===== src/rtl/mem_if.sv =====
// Memory interface stage: PC, data address register, IR, sync-read RAM and LED/switch I/O.
// Latency: reads return on read_data one cycle after the read edge; writes land on the issuing edge.
// Backpressure: none; every command is accepted on the edge it is sampled, rd_valid marks read returns.
//
// Ports:
//   clk, reset        - single rising-edge clock, asynchronous active-low reset
//   mem_cmd           - 00 idle, 01 read, 11 write, 10 reserved (flags err)
//   addr_sel          - 1: access at pc, 0: access at the data address register
//   load_pc/reset_pc  - pc increment, or clear when both are set
//   load_addr         - load data address register from write_data[ADDR_W-1:0]
//   load_ir           - capture the current read_data into instr
//   write_data        - store data and address source from the datapath
//   switches          - board switch inputs, visible at SW_ADDR
//   instr, read_data  - instruction register and registered read result
//   rd_valid          - one-cycle pulse following an accepted read
//   mem_addr, pc      - selected access address and program counter
//   leds, err         - LED register and sticky access-error flag

module mem_if #(
  parameter int                ADDR_W    = 9,
  parameter int                DATA_W    = 16,
  parameter int                RAM_WORDS = 256,
  parameter logic [ADDR_W-1:0] LED_ADDR  = 9'h100,
  parameter logic [ADDR_W-1:0] SW_ADDR   = 9'h140
) (
  input  logic              clk,
  input  logic              reset,
  input  logic [1:0]        mem_cmd,
  input  logic              addr_sel,
  input  logic              load_pc,
  input  logic              reset_pc,
  input  logic              load_addr,
  input  logic              load_ir,
  input  logic [DATA_W-1:0] write_data,
  input  logic [7:0]        switches,
  output logic [DATA_W-1:0] instr,
  output logic [DATA_W-1:0] read_data,
  output logic              rd_valid,
  output logic [ADDR_W-1:0] mem_addr,
  output logic [ADDR_W-1:0] pc,
  output logic [7:0]        leds,
  output logic              err
);

  localparam int RAM_AW = $clog2(RAM_WORDS);

  localparam logic [1:0] CMD_NONE  = 2'b00;
  localparam logic [1:0] CMD_READ  = 2'b01;
  localparam logic [1:0] CMD_RSVD  = 2'b10;
  localparam logic [1:0] CMD_WRITE = 2'b11;

  // ---------------------------------------------------------------------------
  // Address selection and decode
  // ---------------------------------------------------------------------------
  logic [ADDR_W-1:0] dar;
  logic [RAM_AW-1:0] ram_idx;
  logic              hit_ram;
  logic              hit_led;
  logic              hit_sw;
  logic              cmd_rd;
  logic              cmd_wr;
  logic              cmd_bad;

  assign mem_addr = addr_sel ? pc : dar;
  assign ram_idx  = mem_addr[RAM_AW-1:0];

  // Compare one bit wider so a RAM depth equal to 2^ADDR_W still decodes.
  assign hit_ram  = ({1'b0, mem_addr} < (ADDR_W+1)'(RAM_WORDS));
  assign hit_led  = (mem_addr == LED_ADDR);
  assign hit_sw   = (mem_addr == SW_ADDR);

  assign cmd_rd   = (mem_cmd == CMD_READ);
  assign cmd_wr   = (mem_cmd == CMD_WRITE);
  assign cmd_bad  = (mem_cmd == CMD_RSVD);

  // Any access outside the decoded map, or the reserved command, is an error.
  // LED is write-only and the switches are read-only, so each counts as
  // unmapped for the other direction.
  logic access_err;

  always_comb begin
    access_err = 1'b0;
    case (mem_cmd)
      CMD_READ:  access_err = !(hit_ram || hit_sw);
      CMD_WRITE: access_err = !(hit_ram || hit_led);
      CMD_RSVD:  access_err = 1'b1;
      CMD_NONE:  access_err = 1'b0;
      default:   access_err = 1'b0;
    endcase
  end

  // ---------------------------------------------------------------------------
  // RAM array: not reset, synchronous read into its own output register.
  // ---------------------------------------------------------------------------
  logic [DATA_W-1:0] ram [RAM_WORDS];
  logic [DATA_W-1:0] ram_q;

  always_ff @(posedge clk) begin
    // The write is dropped when reset is low at the edge.
    if (reset && cmd_wr && hit_ram) begin
      ram[ram_idx] <= write_data;
    end
    if (cmd_rd && hit_ram) begin
      ram_q <= ram[ram_idx];
    end
  end

  // ---------------------------------------------------------------------------
  // Read-result path. read_data muxes between the RAM output register and a
  // small I/O result register; rd_from_ram resets low and io_q resets to zero,
  // so read_data reads zero as soon as reset asserts. Both hold between reads.
  // ---------------------------------------------------------------------------
  logic              rd_from_ram;
  logic [DATA_W-1:0] io_q;
  logic [DATA_W-1:0] io_rd_word;

  // Unmapped reads return zero; only the switch address yields I/O data.
  assign io_rd_word = hit_sw ? DATA_W'(switches) : '0;

  assign read_data  = rd_from_ram ? ram_q : io_q;

  // ---------------------------------------------------------------------------
  // Control registers
  // ---------------------------------------------------------------------------
  always_ff @(posedge clk or negedge reset) begin
    if (!reset) begin
      pc          <= '0;
      dar         <= '0;
      instr       <= '0;
      rd_from_ram <= 1'b0;
      io_q        <= '0;
      rd_valid    <= 1'b0;
      leds        <= '0;
      err         <= 1'b0;
    end else begin
      // Program counter: clear wins over increment; wraps naturally.
      if (load_pc) begin
        if (reset_pc) begin
          pc <= '0;
        end else begin
          pc <= pc + ADDR_W'(1);
        end
      end

      // Upper write_data bits are not part of the address.
      if (load_addr) begin
        dar <= write_data[ADDR_W-1:0];
      end

      // Captures the pre-edge read_data, so a read on this edge never
      // bypasses straight into instr.
      if (load_ir) begin
        instr <= read_data;
      end

      rd_valid <= cmd_rd;

      if (cmd_rd) begin
        rd_from_ram <= hit_ram;
        if (!hit_ram) begin
          io_q <= io_rd_word;
        end
      end

      if (cmd_wr && hit_led) begin
        leds <= write_data[7:0];
      end

      if (access_err || cmd_bad) begin
        err <= 1'b1;
      end
    end
  end

endmodule


===== config.mk =====
export PLATFORM = sky130hd
export DESIGN_NAME = mem_if
export DESIGN_NICKNAME = d
export VERILOG_FILES = /design/src/rtl/mem_if.sv
export SDC_FILE = /design/constraint.sdc
export NUM_CORES = 2
export LEC_CHECK = 0
export ABC_CLOCK_PERIOD_IN_PS = 2950
export BUFFER_PORTS_ARGS = -buffer_cell sky130_fd_sc_hd__buf_2
export CELL_PAD_IN_SITES_DETAIL_PLACEMENT = 2
export CELL_PAD_IN_SITES_GLOBAL_PLACEMENT = 2
export CORE_MARGIN = 1
export CORE_UTILIZATION = 48
export CTS_BUF_LIST = sky130_fd_sc_hd__clkbuf_2 sky130_fd_sc_hd__clkbuf_4 sky130_fd_sc_hd__clkbuf_8
export CTS_CLUSTER_DIAMETER = 60
export DETAILED_ROUTE_END_ITERATION = 8
export PLACE_DENSITY_LB_ADDON = 0.1
export SYNTH_ARGS = -nofsm -noshare
export SYNTH_HDL_FRONTEND = slang
export SYNTH_SLANG_ARGS = --single-unit

===== constraint.sdc =====
create_clock -name clk -period 2.95 [get_ports clk]
set_clock_uncertainty 0.15 [all_clocks]
set_input_delay 0.4425 -clock clk [delete_from_list [all_inputs] [get_ports clk]]
set_output_delay 0.4425 -clock clk [all_outputs]
set_load 0.01 [all_outputs]

==> results.yml, run 1 <==
run_status:
  status: "stopped before the end"
  stop_stage: "3_5_place_dp"
  firstError: "[ERROR DPL-0033] detailed placement checks failed during check placement."
yosys:
  yosys_warnings: 0
  syn_nets: 6795
  syn_area_um2: 157000
  ys_types: 35
  ys_seq_area_share_pct: 79.5
  postSynthCellCount: 6761
  synth_edf_count: 4112
  synth.avg_cell_area_um2: 23.2
  async_flop_share_pct: 1.27
  synth-seq-cells: 4165
  synth_ff_type: "edfxtp_1"
floorplan:
  initial_core_util_pct: 48.3
  die_w_um: 574
  die_y_um: 574
  std_cell_rows: 209
  ios: 93
placed_design:
  hpwl_um: 364000
  place.gp.congestion: 0.841
  portBuffers: 92
cell families after synthesis:
logic type / after synthesis / share of synthesized area, %
compound gates: 610 / 2.84
xor+xnor: 4 / 0.0223
fa+ha+maj: 1 / 0.00797
buf+inv: 391 / 1.05
flops: 4165 / 79.5
mux: 1075 / 15.1
simple gates: 515 / 1.54
metrics by stage:
| stage | hold WS (ns) | area, µm² | TNS [ns] |
|---|---|---|---|
| floorplan | -0.00309 | 158000 | -1047.82 |
| global placement | 0.309 | 177000 | -1178.43 |
Yosys cell counts, types with 36 or more instances:
cell      number  area [µm²]
mux4_2      1024       23100
buf_2        117         586
mux2_2        37         417
a22oi_1      513        3850
o21ai_0       49         245
nand2_1       60         225
dfrtp_1       53        1330
nor2_1       269        1010
edfxtp_1    4112      123000
nand4_1      148         926
clkbuf_1     223         837
buf_1         36         135
==> run 2: changes to the inputs <==
==> config.mk (replaced) <==
export PLATFORM = sky130hd
export DESIGN_NAME = mem_if
export DESIGN_NICKNAME = d
export VERILOG_FILES = /design/src/rtl/mem_if.sv
export SDC_FILE = /design/constraint.sdc
export NUM_CORES = 2
export LEC_CHECK = 0
export ABC_CLOCK_PERIOD_IN_PS = 3850
export BUFFER_PORTS_ARGS = -buffer_cell sky130_fd_sc_hd__buf_2
export CORE_MARGIN = 1
export CORE_UTILIZATION = 40
export DETAILED_ROUTE_END_ITERATION = 8
export PLACE_DENSITY_LB_ADDON = 0.15
export SYNTH_ARGS = -nofsm -noshare
export SYNTH_HDL_FRONTEND = slang
export SYNTH_SLANG_ARGS = --single-unit
==> constraint.sdc (replaced) <==
create_clock -name clk -period 3.85 [get_ports clk]
set_clock_uncertainty 0.15 [all_clocks]
set_input_delay 0.5775 -clock clk [delete_from_list [all_inputs] [get_ports clk]]
set_output_delay 0.5775 -clock clk [all_outputs]
set_load 0.01 [all_outputs]
==> results.yml, run 2 <==
route:
  first_pass_iters: 5
  final_antenna_net_count: 0
  vias_per_cell: 5.75
  wl_um: 456000
  drtIter0Drc: 8862
  wl_per_cell_um: 33.5
  drc: 0
  vias: 78400
finish:
  syn_to_final_growth_pct: 20.6
  reg_top3: "ram (4096), instr (16), ram_q (16)"
  largest_register: "ram"
  final_nets: 8034
  final_layout_size_suffix_gt1_share_pct: 35.7
  final_cell_mix: "4112 x edfxtp_1, 1024 x mux4_2, 749 x buf_4"
  final_common_cell: "edfxtp_1"
  largest_reg_flops: 4096
  fin_area_um2: 189000
global_route:
  grt_pass1_vias: 80200
  gr-usage-met3_pct: 2.78
  grt_pass1_wl_um: 638000
  overflow: 0
  antenna_found_initial: 18
  grtUsageTotal_pct: 22.8
  use_met1_pct: 32.5
  grt_max_degree: 169
  grt_use_met2_pct: 37.5
  busiest_layer: "met2"
power_and_ir_drop:
  ir_drop_mv: 0.438
  power_leakage_nw: 59.4
  clkPwrFrac_pct: 41.4
  power_frac_seq_pct: 49.6
  total_power_w: 0.101
  combinationalPowerShare_pct: 9.0
  p_int_w: 0.0778
  swShare_pct: 22.8
  p_switching_w: 0.0230
  powerDensity_nw_per_um2: 532
worst_hold_path:
  min_path_type: "primary input to flip-flop"
floorplan:
  fp.coreArea_um2: 390000
  std_cell_rows: 229
  initial_core_util_pct: 40.3
  ios: 93
  die_w_um: 629
  die_y_um: 629
  dieArea_um2: 395000
critical_path:
  rrSetupSlack_ns: 0.08
  cp-start-kind: "flip-flop"
  crit_fanout: 25
  critPathKind: "flip-flop to flip-flop"
  critPathRequiredTime_ns: 4.41
  cp_data_arrival_time_ns: 4.33
  end_kind: "flip-flop"
sta:
  worst_pin_slew_ns: 1.37
  fin_crit_ns: 3.77
  fmax_mhz: 265
  period_share_pct: 98.0
  finalHoldViolCount: 0
  hold_ws_ns: 0.0373
  slew_headroom_pct: 8.66
  maxSlewViolCount: 0
  rsz0062_at_grt: "yes"
  report.final.setup_viol: 0
placed_design:
  portBuffers: 92
  hpwl_um: 279000
  place.gp.congestion: 0.816
  dpl_cell_area_um2: 175000
yosys:
  synth_top_area_share_pct: 78.6
  synth-seq-cells: 4165
  yosys_warnings: 0
  synth_edf_count: 4112
  ys_seq_area_share_pct: 79.5
  async_flop_share_pct: 1.27
  syn_nets: 6795
  synth_top_area_cell: "edfxtp_1"
  synth.avg_cell_area_um2: 23.2
  postSynthCellCount: 6761
  ys_types: 35
  syn_area_um2: 157000
  yosys-top-cells-area: "edfxtp_1 79%, mux4_2 15%, a22oi_1 2.5%"
  synth_common_cells: "4112 x edfxtp_1, 1024 x mux4_2, 513 x a22oi_1, 269 x nor2_1, 223 x clkbuf_1"
  synth_most_common_cell: "edfxtp_1"
  synth_ff_type: "edfxtp_1"
clock_tree:
  cts_inserted_buffers: 439
  clock_latency_ns: 0.98
  htreeDepth: 5
  cts_tree: "done"
  clk_pin_slew_ns: 0.06
  cts.sinks: 4165
  clockRootBuffer: "clkbuf_16"
  clockBufferDepth: 4
run:
  cap_violations: 0
run_status:
  status: "finished clean"
-- run 2: cell counts after synthesis --
Identical to the previous run, type by type.
-- run 2: through the flow --
step                      setup WS, ns  instances  TNS, ns  utilization, %
after global routing           -0.0318      13600  -0.0318            48.6
after detailed placement         -1.01      12700    -8.75            44.8
after global placement           -1.21      12700    -9.53            44.8
after floorplan                  0.242       6761        0               -
after CTS                      0.00111      13600        0            48.5
final                           0.0775      13600        0            48.6
-- run 2: power groups by stage --
stage | Combinational, W | Sequential [W] | Clock (W)
finish | 0.00906 | 0.0500 | 0.0417
global route | 0.00950 | 0.0500 | 0.0441
CTS | 0.00917 | 0.0500 | 0.0424
detailed placement | 0.00906 | 0.0510 | 0
global placement | 0.00898 | 0.0510 | 0
floorplan | 0.00452 | 0.0509 | 0
-- run 2: final timing paths --
path / from / depth (start not counted) / endpoint
setup reg to reg: pc[0] / 13 / ram_q[13]
hold reg to reg: io_q[2] / 2 / io_q[2]
min in group asynchronous: reset / 3 / pc[5]
max in group asynchronous: reset / 3 / pc[0]
setup / recovery: pc[0] / 13 / ram_q[13]
hold / removal: write_data[4] / 1 / ram[145][4]
-- run 2: final cells by class --
class,count,area (µm²)
multi-input combinational,2205,30900
sequential,4165,125000
fill,31500,201000
timing repair buffer,1181,12800
tap,5197,6500
antenna,52,130
clock inverter,278,2600
inverter,7,60.1
clock buffer,540,11600
timing repair inverter,1,11.3
-- run 2: metal layers --
metal	part of all wire [%]	routed length [µm]
met5	0	0
met1	43	194000
met3	5.9	26900
met2	49	223000
met4	2.6	11900
-- run 2: kinds of logic (layout without fill, tap and decap cells) --
family | count (synthesis) | count (layout) | synth area share, %
muxes | 1075 | 1075 | 15.1
AOI/OAI and AO/OA | 610 | 610 | 2.84
adders and majority gates | 1 | 1 | 0.00797
and+or+nand+nor | 515 | 515 | 1.54
xor gates and xnor gates | 4 | 4 | 0.0223
DFF | 4165 | 4165 | 79.5
buffers and inverters | 391 | 2007 | 1.05
other | 0 | 52 | 0
-- run 2: critical path: stages (launching register included) --
cell and delay [ns]:
dfrtp_2 0.45, mux2i_4 0.10, buf_4 0.18, inv_8 0.16, buf_16 0.22, buf_4 0.17, mux4_2 0.58, a22oi_1 0.19
buf_4 0.16, nand4_1 0.26, buf_4 0.25, o21ai_2 0.25, buf_4 0.21, nand4_1 0.09
-- run 2: what timing repair did --
item / CTS / global route
hold buffers: 28 / 0
pin swaps: 1 / 2
hold endpoints to repair: 510 / 0
gates cloned: 1 / 1
endpoints found under the setup margin: 13 / 8
setup buffers: 6 / 0
resized for setup: 28 / 8
No activity file was read; power rests on OpenSTA's default activity.
